<file path="src/rtl/wb_port_arbiter.sv">
// Round-robin arbiter sharing the register-file write port between two
// execution pipelines, with a registered write stage and a contention counter.
module wb_port_arbiter #(
  parameter int DATA_W = 32,
  parameter int ADDR_W = 5,
  parameter int CNT_W  = 16
) (
  input  logic              clk,
  input  logic              rst_n,
  input  logic              en,
  input  logic              wb0_valid,
  input  logic [ADDR_W-1:0] wb0_rd,
  input  logic [DATA_W-1:0] wb0_data,
  output logic              wb0_ready,
  input  logic              wb1_valid,
  input  logic [ADDR_W-1:0] wb1_rd,
  input  logic [DATA_W-1:0] wb1_data,
  output logic              wb1_ready,
  output logic              rf_we,
  output logic [ADDR_W-1:0] rf_waddr,
  output logic [DATA_W-1:0] rf_wdata,
  output logic              mux_sel,
  output logic [CNT_W-1:0]  conflict_cnt
);

  logic              prio_q, prio_d;
  logic              rf_we_q, rf_we_d;
  logic [ADDR_W-1:0] rf_waddr_q, rf_waddr_d;
  logic [DATA_W-1:0] rf_wdata_q, rf_wdata_d;
  logic              mux_sel_q, mux_sel_d;
  logic [CNT_W-1:0]  conflict_cnt_q, conflict_cnt_d;
  logic              contend;

  function automatic logic [CNT_W-1:0] sat_inc(input logic [CNT_W-1:0] v);
    return (&v) ? v : v + CNT_W'(1);
  endfunction

  // prio_q names the pipe that wins when both request
  always_comb begin
    wb0_ready = en & wb0_valid & (~wb1_valid | ~prio_q);
    wb1_ready = en & wb1_valid & (~wb0_valid |  prio_q);
    contend   = en & wb0_valid & wb1_valid;
  end

  always_comb begin
    prio_d         = prio_q;
    rf_we_d        = 1'b0;
    rf_waddr_d     = rf_waddr_q;
    rf_wdata_d     = rf_wdata_q;
    mux_sel_d      = mux_sel_q;
    conflict_cnt_d = conflict_cnt_q;
    if (wb0_ready) begin
      // r0 writes are consumed but never reach the register file
      rf_we_d    = |wb0_rd;
      rf_waddr_d = wb0_rd;
      rf_wdata_d = wb0_data;
      mux_sel_d  = 1'b0;
      prio_d     = 1'b1;
    end else if (wb1_ready) begin
      rf_we_d    = |wb1_rd;
      rf_waddr_d = wb1_rd;
      rf_wdata_d = wb1_data;
      mux_sel_d  = 1'b1;
      prio_d     = 1'b0;
    end
    if (contend) conflict_cnt_d = sat_inc(conflict_cnt_q);
  end

  always_ff @(posedge clk or negedge rst_n) begin
    if (!rst_n) begin
      prio_q         <= 1'b0;
      rf_we_q        <= 1'b0;
      rf_waddr_q     <= '0;
      rf_wdata_q     <= '0;
      mux_sel_q      <= 1'b0;
      conflict_cnt_q <= '0;
    end else begin
      prio_q         <= prio_d;
      rf_we_q        <= rf_we_d;
      rf_waddr_q     <= rf_waddr_d;
      rf_wdata_q     <= rf_wdata_d;
      mux_sel_q      <= mux_sel_d;
      conflict_cnt_q <= conflict_cnt_d;
    end
  end

  assign rf_we        = rf_we_q;
  assign rf_waddr     = rf_waddr_q;
  assign rf_wdata     = rf_wdata_q;
  assign mux_sel      = mux_sel_q;
  assign conflict_cnt = conflict_cnt_q;

endmodule

</file>
<file path="config.mk">
export PLATFORM = sky130hd
export DESIGN_NAME = wb_port_arbiter
export DESIGN_NICKNAME = d
export VERILOG_FILES = /design/src/rtl/wb_port_arbiter.sv
export SDC_FILE = /design/constraint.sdc
export NUM_CORES = 1
export LEC_CHECK = 0
export CORE_MARGIN = 5
export CORE_UTILIZATION = 40
export CTS_BUF_LIST = sky130_fd_sc_hd__clkbuf_2 sky130_fd_sc_hd__clkbuf_4 sky130_fd_sc_hd__clkbuf_8
export DETAILED_ROUTE_END_ITERATION = 10
export PLACE_DENSITY = 0.82
export SETUP_SLACK_MARGIN = 0.05
export SLEW_MARGIN = 20
export SYNTH_ARGS = -nofsm -noshare
export SYNTH_HDL_FRONTEND = slang
export SYNTH_SLANG_ARGS = --single-unit
</file>
<file path="constraint.sdc">
create_clock -name clk -period 2.3 [get_ports clk]
set_input_delay 0.23 -clock clk [delete_from_list [all_inputs] [get_ports clk]]
set_output_delay 0.23 -clock clk [all_outputs]
set_load 0.1 [all_outputs]
</file>
==> results.json, run 1 <==
{
  "outcome": "complete, no violations",
  "power_density_nw_per_um2": 948,
  "syn_inst": 238,
  "fin_setup_tns_ps": 0,
  "antenna_left": 0,
  "grt_pass1_vias": 2446,
  "drtPass1Iterations": 9,
  "tritoncts": "yes",
  "wl_per_cell_microns": 16.8,
  "setup_viol": 0,
  "die_x_microns": 88.9,
  "tightest_slew_ps": 665,
  "slew_headroom_pct": 55.3,
  "grt-ovfl-total": 0,
  "clock_sinks": 56,
  "hp-class": "input pin to asynchronous set/reset pin",
  "clk_transition_reported_paths_ps": 90,
  "ys_seq_area_share_pct": 56.3,
  "min_period_ps": 1920,
  "grt_max_degree": 57,
  "rsz0062_at_grt": "no",
  "insertedDiodeCount": 0,
  "max_freq_mhz": 521,
  "ir_worst_vdd_mv": 0.571,
  "grt_pass1_wl_mm": 11.8,
  "start_util_pct": 41.6,
  "rows": 28,
  "path_max_fanout": 12,
  "finalHoldViolCount": 0,
  "leakage_nw": 1.86,
  "totalWireLength_mm": 7.63,
  "io_pins": 136,
  "dp_hpwl_mm": 5.83,
  "fin_util_pct": 66.2,
  "final_common_cell": "clkdlybuf4s50_1",
  "synth_nets": 318,
  "nets": 458,
  "drive_gt1_share_pct": 24.3,
  "min_period_over_period_pct": 83.5,
  "grt_usage_pct": 19.1,
  "fillCellCount": 489,
  "port_buffers": 135,
  "synth_area_per_cell_sq_um": 10.5,
  "gp_congestion": 0.781,
  "routed_via_density": 5.37,
  "die_h_microns": 88.9,
  "clk_latency_ps": 300,
  "power_w": 0.00376,
  "critPathKind": "input pin to output port",
  "mostFrequentLayoutCells": "77 x clkdlybuf4s50_1, 62 x buf_4, 47 x dfrtp_1, 35 x nor2_1, 28 x inv_1",
  "pre_cts_ws_ps": 310,
  "route.detailed.drc": 0,
  "synthDistinctLibCells": 33,
  "drv_cap": 0,
  "yosys_warnings": 0,
  "area_growth_pct": 59.1,
  "required_ps": 2070,
  "synth-seq-cells": 56,
  "cts_buffers": 5,
  "clk_path_buf_depth": 2,
  "root_buffer": "clkbuf_8",
  "dieArea_sq_um": 7910,
  "timing.final.ws_setup_ps": 380,
  "antenna_found_initial": 0,
  "stdcell_area_sq_um": 3960,
  "vias": 2438,
  "drv_slew": 0,
  "htree_levels": 2,
  "cp-end-kind": "output port",
  "place_area_sq_um": 3860,
  "synth_area_sq_um": 2490,
  "arrival_ps": 1690,
  "start_kind": "input pin",
  "drtIter0Drc": 146,
  "cts_setup_buffers": 0,
  "core-area_sq_um": 5990,
  "finClkSkew_ps": 2.56
}
-- where the power goes --
group / switching (W) / internal, W / leakage (nW)
registers: 0.000139 / 0.00115 / 0.667
clock network: 0.000313 / 0.000270 / 0.0523
logic: 0.00143 / 0.000454 / 1.14
-- stage by stage --
stage	std cells	hold WS, ps
after floorplan	238	-65.6
after global placement	445	258
after detailed placement	445	258
after CTS	454	463
after global routing	454	467
final	454	441
-- critical path, stage by stage --
cell,delay [ps]
clkdlybuf4s50_1,570
nand2_1,100
a21o_1,180
inv_1,360
buf_12,240
-- cell families (layout without fill, tap and decap cells) --
kind of cell	Yosys count	in the layout	synth area share (%)
AOI/OAI and AO/OA	51	51	16.9
xor gates and xnor gates	13	13	4.57
adders and majority gates	1	1	0.502
buffers and inverters	39	180	5.88
DFF	56	56	56.3
muxes	2	2	0.904
and+or+nand+nor	76	76	15.0
-- repair_timing --
| action | 4_1_cts | 5_1_grt |
|---|---|---|
| setup endpoints to repair | 0 | 0 |
| hold endpoints to repair | 56 | 0 |
| resized for setup | 0 | 0 |
| hold buffers | 1 | 0 |
-- synthesized netlist by cell type (all sizes together) --
master / n / area [sq um]
o21ai: 4 / 20.0
nor2: 35 / 131
xor2: 10 / 87.6
mux2: 2 / 22.5
a211oi: 3 / 27.5
o21a: 1 / 7.51
clkbuf: 9 / 33.8
nand2: 14 / 52.6
nor4: 5 / 37.5
inv: 28 / 105
nand4: 4 / 40.0
nor3: 5 / 25.0
nand3: 6 / 35.0
or3: 1 / 6.26
a21o: 2 / 15.0
o21bai: 1 / 7.51
or4: 3 / 26.3
a21oi: 1 / 5.00
o22ai: 15 / 93.8
o41ai: 1 / 16.3
a222oi: 22 / 220
a2111oi: 1 / 8.76
buf: 2 / 7.51
and3: 2 / 12.5
ha: 1 / 12.5
xnor2: 3 / 26.3
dfrtp: 56 / 1400
or2: 1 / 6.26
-- cell type report --
type	count	area [sq um]	area share, %
repair buffers	144	1310	33.1
flip-flops and latches	56	1410	35.6
well taps	75	93.8	2.37
clock buffers	8	97.6	2.46
inverters	28	105	2.65
multi-input cells	143	943	23.8
-- state kept, by name (all words and copies together) (netlist names) --
register and count:
rf_wdata 32, conflict_cnt 16, rf_waddr 5, mux_sel 1, prio_q 1, rf_we 1
-- path summary, 6_finish.rpt --
| check | startpoint | to | slack [ps] | cells past startpoint |
|---|---|---|---|---|
| setup / recovery | wb1_valid | wb1_ready | 380 | 5 |
| hold / removal | rst_n | conflict_cnt[7] | 440 | 3 |
| setup reg to reg | conflict_cnt[0] | conflict_cnt[13] | 540 | 5 |
| hold reg to reg | conflict_cnt[0] | conflict_cnt[0] | 510 | 1 |
| max in group asynchronous | rst_n | conflict_cnt[1] | 1600 | 3 |
| min in group clk | wb1_data[10] | rf_wdata[10] | 500 | 3 |
-- metal layers --
metal	share of wire, %	routed length (microns)	GRT usage (%)	up-vias
met2	51	3930	33.0	103
met3	9.2	699	5.99	5
met5	0	0	0	-
met1	39	2960	23.3	1185
li1	-	-	-	1145
met4	0.66	50	4.40	0
No activity file was read; power rests on OpenSTA's default activity.
==> inputs of run 2 (changes only) <==
Settings changed: CORE_UTILIZATION 40 to 36, PLACE_DENSITY 0.82 to 0.78.
Clock period 2.3 ns to 1.6 ns, I/O delays scaled along.
==> results.json, run 2 (synthesis gave the netlist of run 1 again) <==
{
  "place_area_sq_um": 4940,
  "grt_usage_pct": 21.2,
  "drtIter0Drc": 183,
  "cp-end-kind": "flip-flop",
  "critPathTopFamily": "flip-flops",
  "tritoncts": "yes",
  "met1_usage_pct": 24.7,
  "leakage_nw": 2.40,
  "outcome": "complete, no violations",
  "antenna_found_initial": 0,
  "cp_slowest_cell": "dfrtp_4",
  "mostFrequentLayoutCells": "74 x clkdlybuf4s50_1, 62 x buf_12, 45 x buf_4, 40 x dfrtp_1, 32 x nor2_1",
  "critPathKind": "flip-flop to flip-flop",
  "stdcell_area_sq_um": 5410,
  "final_common_cell": "clkdlybuf4s50_1",
  "crit_path_max_incr_delay_ps": 460,
  "gp_congestion": 0.798,
  "port_buffers": 135,
  "drive_gt1_share_pct": 40.8,
  "drv_cap": 0,
  "die_h_microns": 93.2,
  "die_x_microns": 93.2,
  "routed_via_density": 5.37,
  "largest_reg_flops": 32,
  "area_growth_pct": 117,
  "hold_path_depth": 3,
  "core-area_sq_um": 6760,
  "rows": 30,
  "min_period_ps": 1560,
  "worstRegToRegCells": 5,
  "hold_slack_ps": 353,
  "use_met2_pct": 36.6,
  "dp.cells": 482,
  "nets": 510,
  "clock_sinks": 56,
  "arrival_ps": 1760,
  "ir_worst_vdd_mv": 0.680,
  "htree_levels": 2,
  "root_buffer": "clkbuf_8",
  "path_max_fanout": 5,
  "final_cells": 511,
  "crit_chain": "nand4_1, o41ai_4, buf_4, nor4_4, xor2_1",
  "required_ps": 1800,
  "cp.depth": 5,
  "finalHoldViolCount": 0,
  "path_buf_inv": 1,
  "tightest_slew_ps": 577,
  "finClkSkew_ps": 4.38,
  "grt_pass1_vias": 2933,
  "cts_buffers": 5,
  "dieArea_sq_um": 8680,
  "clk_transition_reported_paths_ps": 100,
  "clk_latency_ps": 310,
  "vias": 2744,
  "grt_use_met3_pct": 7.88,
  "insertedDiodeCount": 0,
  "min_from": "wb0_valid",
  "io_pins": 136,
  "ff2ff_setup_slack_ps": 40,
  "route.detailed.drc": 0,
  "hp-class": "input pin to flip-flop",
  "drtPass1Iterations": 8,
  "min_period_over_period_pct": 97.7,
  "dp_hpwl_mm": 6.96,
  "setup_viol": 0,
  "power_w": 0.00651,
  "rsz0062_at_grt": "yes",
  "totalWireLength_mm": 9.44,
  "start_kind": "flip-flop",
  "grt_max_degree": 32,
  "fin_setup_tns_ps": 0,
  "max_freq_mhz": 640,
  "power_density_nw_per_um2": 1200,
  "r2r_start": "conflict_cnt[10]",
  "wl_per_cell_microns": 18.5,
  "grt_pass1_wl_mm": 14.5,
  "grt-ovfl-total": 0,
  "slew_headroom_pct": 61.5,
  "clk_path_buf_depth": 2,
  "start_util_pct": 36.9,
  "hold_end": "prio_q",
  "startpoint": "conflict_cnt[10]",
  "grt-busiest-layer": "met2",
  "antenna_left": 0,
  "drv_slew": 0,
  "rr_endpoint": "conflict_cnt[15]"
}
[run 2: tightest hold or removal path, stage by stage]
cell and delay, ps:
dlygate4sd2_1 280, nand2_1 90, o21ai_0 80
[run 2: power breakdown]
part | leakage [nW] | internal (W) | switching, W
registers | 0.655 | 0.00168 | 0.000287
clock network | 0.0516 | 0.000356 | 0.000475
logic | 1.70 | 0.00146 | 0.00225
total | 2.40 | 0.00350 | 0.00301
[run 2: layout make-up]
class,instances,area [sq um]
Clock buffer,6,82.6
Multi-Input combinational cell,143,1130
Clock inverter,2,13.8
Fill cell,396,1350
Timing Repair Buffer,196,2520
Tap cell,80,100
Inverter,28,110
Sequential cell,56,1460
[run 2: through the flow]
step / utilization [%] / setup slack, ps
after floorplan: - / -279
after global placement: 73.1 / -132
after detailed placement: 73.1 / -184
after CTS: 76.1 / 23.1
after global routing: 80.0 / -45.3
final: 80.0 / 37.5
[run 2: worst max-delay path by stage]
stage,to,slack (ps)
after floorplan,conflict_cnt[1],-280
after global placement,conflict_cnt[11],-130
after detailed placement,conflict_cnt[12],-180
after CTS,conflict_cnt[15],20
after global routing,wb1_ready,-50
final,conflict_cnt[15],40
[run 2: what timing repair did]
action,4_1_cts,5_1_grt
endpoints found under the hold margin,20,0
resized for setup,8,32
endpoints found under the setup margin,8,30
hold buffers,1,0
gates cloned,2,2
pin swaps,0,18
setup buffers,3,15
[run 2: layer usage]
layer  vias to the layer above  part of all wire (%)  wire length [microns]
li1                       1251                     -                      -
met1                      1352                    37                   3480
met2                       127                    52                   4920
met3                        14                   9.1                    855
met4                         0                   1.8                    174
met5                         -                     0                      0
